### src/rtl/move_button_ctrl.sv
// Debounces four active-low direction buttons and turns each accepted press into one
// fixed-width active-low move pulse. Optional auto-repeat: define MOVE_AUTO_REPEAT_EN.
module move_button_ctrl #(
   parameter int DEBOUNCE_CYCLES = 500000,
   parameter int PULSE_CYCLES    = 5,
   parameter int GAP_CYCLES      = 5,
   parameter int REPEAT_CYCLES   = 12500000
) (
   input  logic       clk,
   input  logic       reset,
   input  logic       btn_right_n,
   input  logic       btn_left_n,
   input  logic       btn_up_n,
   input  logic       btn_down_n,
   output logic       mov_right,
   output logic       mov_left,
   output logic       mov_up,
   output logic       mov_down,
   output logic [1:0] move_dir,
   output logic       busy
);

   localparam int DW    = $clog2(DEBOUNCE_CYCLES) + 1;
   localparam int T_A   = (DEBOUNCE_CYCLES + 2 > PULSE_CYCLES) ? DEBOUNCE_CYCLES + 2 : PULSE_CYCLES;
   localparam int T_B   = (T_A > GAP_CYCLES) ? T_A : GAP_CYCLES;
   localparam int T_MAX = (T_B > REPEAT_CYCLES) ? T_B : REPEAT_CYCLES;
   localparam int TW    = $clog2(T_MAX + 1);

   localparam logic [DW-1:0] DB_LAST     = DW'(DEBOUNCE_CYCLES);
   localparam logic [DW-1:0] DB_ONE      = DW'(1);
   localparam logic [TW-1:0] T_ONE       = TW'(1);
   localparam logic [TW-1:0] SETTLE_LAST = TW'(DEBOUNCE_CYCLES + 2);
   localparam logic [TW-1:0] PULSE_LAST  = TW'(PULSE_CYCLES - 1);
   localparam logic [TW-1:0] GAP_LAST    = TW'(GAP_CYCLES - 1);
`ifdef MOVE_AUTO_REPEAT_EN
   localparam logic [TW-1:0] REPEAT_LAST = TW'(REPEAT_CYCLES - 1);
`endif

   typedef enum logic [2:0] {
      ST_SETTLE = 3'd0,
      ST_IDLE   = 3'd1,
      ST_PULSE  = 3'd2,
      ST_GAP    = 3'd3,
      ST_WAIT   = 3'd4
   } state_t;

   // Bit order everywhere: [0] right, [1] left, [2] up, [3] down (matches move_dir).
   logic [3:0]          btn_s;
   logic [3:0]          sync1_q;
   logic [3:0]          sync2_q;
   logic [3:0]          db_q;
   logic [3:0]          db_d;
   logic [3:0][DW-1:0]  db_cnt_q;
   logic [3:0][DW-1:0]  db_cnt_d;

   state_t              state_q;
   state_t              state_d;
   logic [TW-1:0]       tmr_q;
   logic [TW-1:0]       tmr_d;
   logic [1:0]          dir_q;
   logic [1:0]          dir_d;
   logic [3:0]          mov_q;
   logic [3:0]          mov_d;
   logic                busy_q;
   logic                busy_d;

   assign btn_s = {btn_down_n, btn_up_n, btn_left_n, btn_right_n};

   function automatic logic [1:0] prio_dir(input logic [3:0] lvl_n);
      logic [1:0] d;
      if (!lvl_n[0]) begin
         d = 2'd0;
      end else if (!lvl_n[1]) begin
         d = 2'd1;
      end else if (!lvl_n[2]) begin
         d = 2'd2;
      end else begin
         d = 2'd3;
      end
      return d;
   endfunction

   always_ff @(posedge clk or posedge reset) begin
      if (reset) begin
         sync1_q  <= 4'b1111;
         sync2_q  <= 4'b1111;
         db_q     <= 4'b1111;
         db_cnt_q <= '0;
      end else begin
         sync1_q  <= btn_s;
         sync2_q  <= sync1_q;
         db_q     <= db_d;
         db_cnt_q <= db_cnt_d;
      end
   end

   // The level flips on the (DEBOUNCE_CYCLES+1)-th consecutive differing sample.
   always_comb begin
      db_d     = db_q;
      db_cnt_d = '0;
      for (int i = 0; i < 4; i++) begin
         if (sync2_q[i] == db_q[i]) begin
            db_cnt_d[i] = '0;
         end else if (db_cnt_q[i] == DB_LAST) begin
            db_d[i]     = sync2_q[i];
            db_cnt_d[i] = '0;
         end else begin
            db_cnt_d[i] = db_cnt_q[i] + DB_ONE;
         end
      end
   end

   always_ff @(posedge clk or posedge reset) begin
      if (reset) begin
         state_q <= ST_SETTLE;
         tmr_q   <= '0;
         dir_q   <= 2'd0;
         mov_q   <= 4'b1111;
         busy_q  <= 1'b1;
      end else begin
         state_q <= state_d;
         tmr_q   <= tmr_d;
         dir_q   <= dir_d;
         mov_q   <= mov_d;
         busy_q  <= busy_d;
      end
   end

   // SETTLE outlasts the debounce latency so a button held through reset lands in WAIT.
   always_comb begin
      state_d = state_q;
      tmr_d   = tmr_q;
      dir_d   = dir_q;
      case (state_q)
         ST_SETTLE: begin
            if (tmr_q == SETTLE_LAST) begin
               state_d = ST_WAIT;
               tmr_d   = '0;
            end else begin
               tmr_d   = tmr_q + T_ONE;
            end
         end
         ST_IDLE: begin
            tmr_d = '0;
            if (db_q != 4'b1111) begin
               state_d = ST_PULSE;
               dir_d   = prio_dir(db_q);
            end else begin
               state_d = ST_IDLE;
            end
         end
         ST_PULSE: begin
            if (tmr_q == PULSE_LAST) begin
               state_d = ST_GAP;
               tmr_d   = '0;
            end else begin
               tmr_d   = tmr_q + T_ONE;
            end
         end
         ST_GAP: begin
            if (tmr_q == GAP_LAST) begin
               state_d = ST_WAIT;
               tmr_d   = '0;
            end else begin
               tmr_d   = tmr_q + T_ONE;
            end
         end
         ST_WAIT: begin
            tmr_d = '0;
            if (db_q == 4'b1111) begin
               state_d = ST_IDLE;
`ifdef MOVE_AUTO_REPEAT_EN
            end else if (db_q == ~(4'b0001 << dir_q)) begin
               if (tmr_q == REPEAT_LAST) begin
                  state_d = ST_PULSE;
               end else begin
                  state_d = ST_WAIT;
                  tmr_d   = tmr_q + T_ONE;
               end
`endif
            end else begin
               state_d = ST_WAIT;
            end
         end
         default: begin
            state_d = ST_SETTLE;
            tmr_d   = '0;
         end
      endcase
   end

   always_comb begin
      mov_d = 4'b1111;
      if (state_d == ST_PULSE) begin
         mov_d[dir_d] = 1'b0;
      end else begin
         mov_d = 4'b1111;
      end
      if (state_d == ST_IDLE) begin
         busy_d = 1'b0;
      end else begin
         busy_d = 1'b1;
      end
   end

   assign mov_right = mov_q[0];
   assign mov_left  = mov_q[1];
   assign mov_up    = mov_q[2];
   assign mov_down  = mov_q[3];
   assign move_dir  = dir_q;
   assign busy      = busy_q;

endmodule

### config.mk
export PLATFORM = sky130hd
export DESIGN_NAME = move_button_ctrl
export DESIGN_NICKNAME = d
export VERILOG_FILES = /design/src/rtl/move_button_ctrl.sv
export SDC_FILE = /design/constraint.sdc
export NUM_CORES = 1
export LEC_CHECK = 0
export ABC_AREA = 1
export CAP_MARGIN = 20
export CORE_MARGIN = 2
export CORE_UTILIZATION = 55
export CTS_BUF_LIST = sky130_fd_sc_hd__clkbuf_16
export DETAILED_ROUTE_END_ITERATION = 8
export PLACE_DENSITY_LB_ADDON = 0.12
export SLEW_MARGIN = 20
export SYNTH_ARGS = -nofsm -noshare
export SYNTH_HDL_FRONTEND = slang
export SYNTH_SLANG_ARGS = --single-unit
### constraint.sdc
create_clock -name clk -period 7.5 [get_ports clk]
set_input_delay 0.75 -clock clk [delete_from_list [all_inputs] [get_ports clk]]
set_output_delay 0.75 -clock clk [all_outputs]
set_load 0.05 [all_outputs]
==> metrics.md <==
| Metric | Value |
|---|---|
| Status | finished, final reports clean |
| Final min period | 2478 ps |
| Critical path, cell by cell | clkdlybuf4s50_1 |
| IO Pins | 13 |
| Max Cap Viol | 0 |
| Die area | 0.01413 mm2 |
| Worst slew margin | 0.5143 |
| Final GP Congestion | 0.9532 |
| Max incr delay on CP | 790 ps |
| Total gr overflow | 0 |
| Clock buffer depth | 2 |
| Share of layout cells above drive strength 1 | 0.08882 |
| Reg2reg path depth | 11 |
| Area share of the largest cell type after synthesis | 0.3757 |
| Die Wd | 118.9 um |
| Vias in the first global route | between 5000 and 6000 |
| Total Wirelength | 15250 um |
| Post-route DRC | 0 |
| Critical path endpoint category | output pin |
| Post-synth ARST share | 1.000 |
| HP Class | reg -> reg |
| CTS resizes | 0 |
| Largest area contributor in the netlist | dfrtp_1 |
| Worst hold slack | approximately 360 ps |
| Pleak | 0.003553 uW |
| Hold wc startpoint | sync1_q[3] |
| Post-cts hold buffer count | 0 |
| H-tree depth | 4 |
| Initial DRC count | 556 |
| Post-synth cell types | 34 |
| DR pass1 iterations | 5 |
| RR Startpoint | tmr_q[0] |
| Yosys warns | 0 |
| Reg2reg setup slack | 5680 ps |
| Syn_area_per_cell | 7.515 um2 |
| Final Cycle Share | 0.3304 |
| Largest cells by area after synthesis | dfrtp_1, nand2_1, nor2_1, inv_1, dfstp_2 |
| CP required | 6750 ps |
| Reg2reg end | tmr_q[17] |
| Site Rows | 41 |
| Slowest-stage cell, CP | clkdlybuf4s50_1 |
| Slew @ Worst Pin | 728.6 ps |
| Max Slew Vio Count | 0 |
| TritonCTS buffer count | 17 |
| Via count | ~6100 |
| Arr. time, crit path | 1730 ps |
| Clk Latency, worst-skew pair | 420 ps |
| Initial antenna violation count | 0 |
| N_diodes | 0 |
| Syn_nets | 983 |
| Worst hold endpoint | sync2_q[3] |
| Final HPWL from detailed placement | 11140 um |
| Core area | 0.01277 mm2 |
| Port Buffers | 12 |
| Routed WL per cell | 12.99 um |
| CTS tree | yes |
| EDFF count, synth | 0 |
| # setup viols final | 0 |
| Critical setup path kind | reg -> out |
| Mapped Area | 0.007259 mm2 |
| First-pass GRT wire length | 26400 um |
| Register area share after synthesis | 0.4373 |
| Via-per-instance ratio | 5.207 |
| Initial Utilization | 0.5683 |
| Endpoints failing hold | 0 |
| Placed Area | about 0.0075 mm2 |
| Peak supply drop | 0.2639 mV |
| CP bufs+invs | 1 |
| Clock skew | 8.786 ps |
| Top delay family on crit path | buffers and inverters |
| Setup crit start kind | flop |
| Yosys reg bits | 126 |
| Post-Layout Inst Area | 0.008125 mm2 |
| Num Clock Sinks | 126 |
| CTS clock-pin slew for the worst setup and hold paths | approximately 50 ps |
| DP Worst Slack | 4810 ps |
| Post-CTS setup buffer count | 0 |
| CTS Root Buffer Type | clkbuf_16 |
| Area Overhead vs Synth | 11.93% |
| DIE HEIGHT | roughly 120 um |
| Gate Count Post-Synth | 966 |
| Antenna-violating nets left | 0 |
| Peak Freq | 403.6 MHz |
| Largest net degree at the start of global routing | 84 |
| Total Routing Usage GR | 0.2321 |
| Fin nets | 1006 |
| Final WS setup | 5022 ps |
| Hold Path Cell Cnt | 0 |
| Synth cell count leaders | nand2_1, nor2_1, inv_1, dfrtp_1, nand3_1 |
| PwrDens | 190.6 mW/mm2 |
| RSZ-0062 raised after global routing | no |
| Dominant synthesized flop cell | dfrtp_1 |
| CP max FO | 1 |
| Setup TNS | 0 ps |
==> area by class of cell <==
cell class / count / area, um2
Fill cell: 1110 / 4648
Multi-Input combinational cell: 705 / 3547
Sequential cell: 126 / 3174
Inverter: 126 / 475.5
Clock buffer: 17 / 425.4
Tap cell: 172 / 215.2
Clock inverter: 15 / 156.4
Timing Repair Buffer: 13 / 131.4
==> worst max-delay path by stage <==
stage / startpoint / end / slack, ps / depth (start not counted)
floorplan: reset / db_cnt_q[0] / 3420 / 1
global placement: reset / db_cnt_q[39] / 4820 / 3
detailed placement: reset / db_cnt_q[61] / 4810 / 3
CTS: mov_q[0] / mov_right / 5000 / 1
global route: mov_q[0] / mov_right / 4980 / 1
finish: mov_q[0] / mov_right / 5020 / 1
==> metal layers <==
layer / wire length, um / vias to the layer above / GRT usage
met5: 0 / - / 0
met3: 685 / 23 / 0.05747
met4: 286 / 0 / 0.08110
li1: - / 3116 / -
met1: 7405 / 2824 / 0.3229
met2: 6870 / 150 / 0.3542
==> cell families (layout without fill, tap and decap cells) <==
kind of cell / after synthesis / count (layout) / synth area share
AOI/OAI and AO/OA: 25 / 25 / 0.02086
xor gates and xnor gates: 53 / 53 / 0.06394
adders and majority gates: 11 / 11 / 0.01896
buffers and inverters: 135 / 171 / 0.07411
DFF: 126 / 126 / 0.4373
and+or+nand+nor: 616 / 616 / 0.3849
==> flip-flops by register name, indices dropped and copies added (netlist names) <==
register	flops
mov_q	4
sync1_q	4
move_dir	2
db_q	4
db_cnt_q	80
busy	1
state_q	3
tmr_q	24
sync2_q	4
==> through the flow <==
stage	cells	total power, uW	utilization
global placement	1142	751.8	0.5903
finish	1174	1548	0.6361
CTS	1174	1570	0.6358
floorplan	966	737.9	-
detailed placement	1142	752.7	0.5903
global route	1174	1606	0.6361
==> where the power goes <==
group	internal, uW	leakage [uW]	switching [uW]
combinational	11.9	0.00159	31.2
sequential	690	0.00168	7.00
clock	514	0.000286	294
total	1220	0.00355	332
==> cells in the final DEF, fill, tap and decap left out, types with 4 or more instances in the layout <==
master and n:
or2_2 5, nor2_4 7, nor2_1 201, nor3_2 7
dfstp_2 17, ha_1 11, xnor2_1 8, clkbuf_16 17
clkdlybuf4s50_1 12, a21oi_1 8, nor3_1 46, clkinv_2 4
xor2_1 45, o21ai_0 8, nand4_1 35, nand3_1 88
nand2_2 5, nor2_2 5, nand2_1 201, nor3b_1 4
dfrtp_1 109, inv_1 124
No activity file was read; power rests on OpenSTA's default activity.
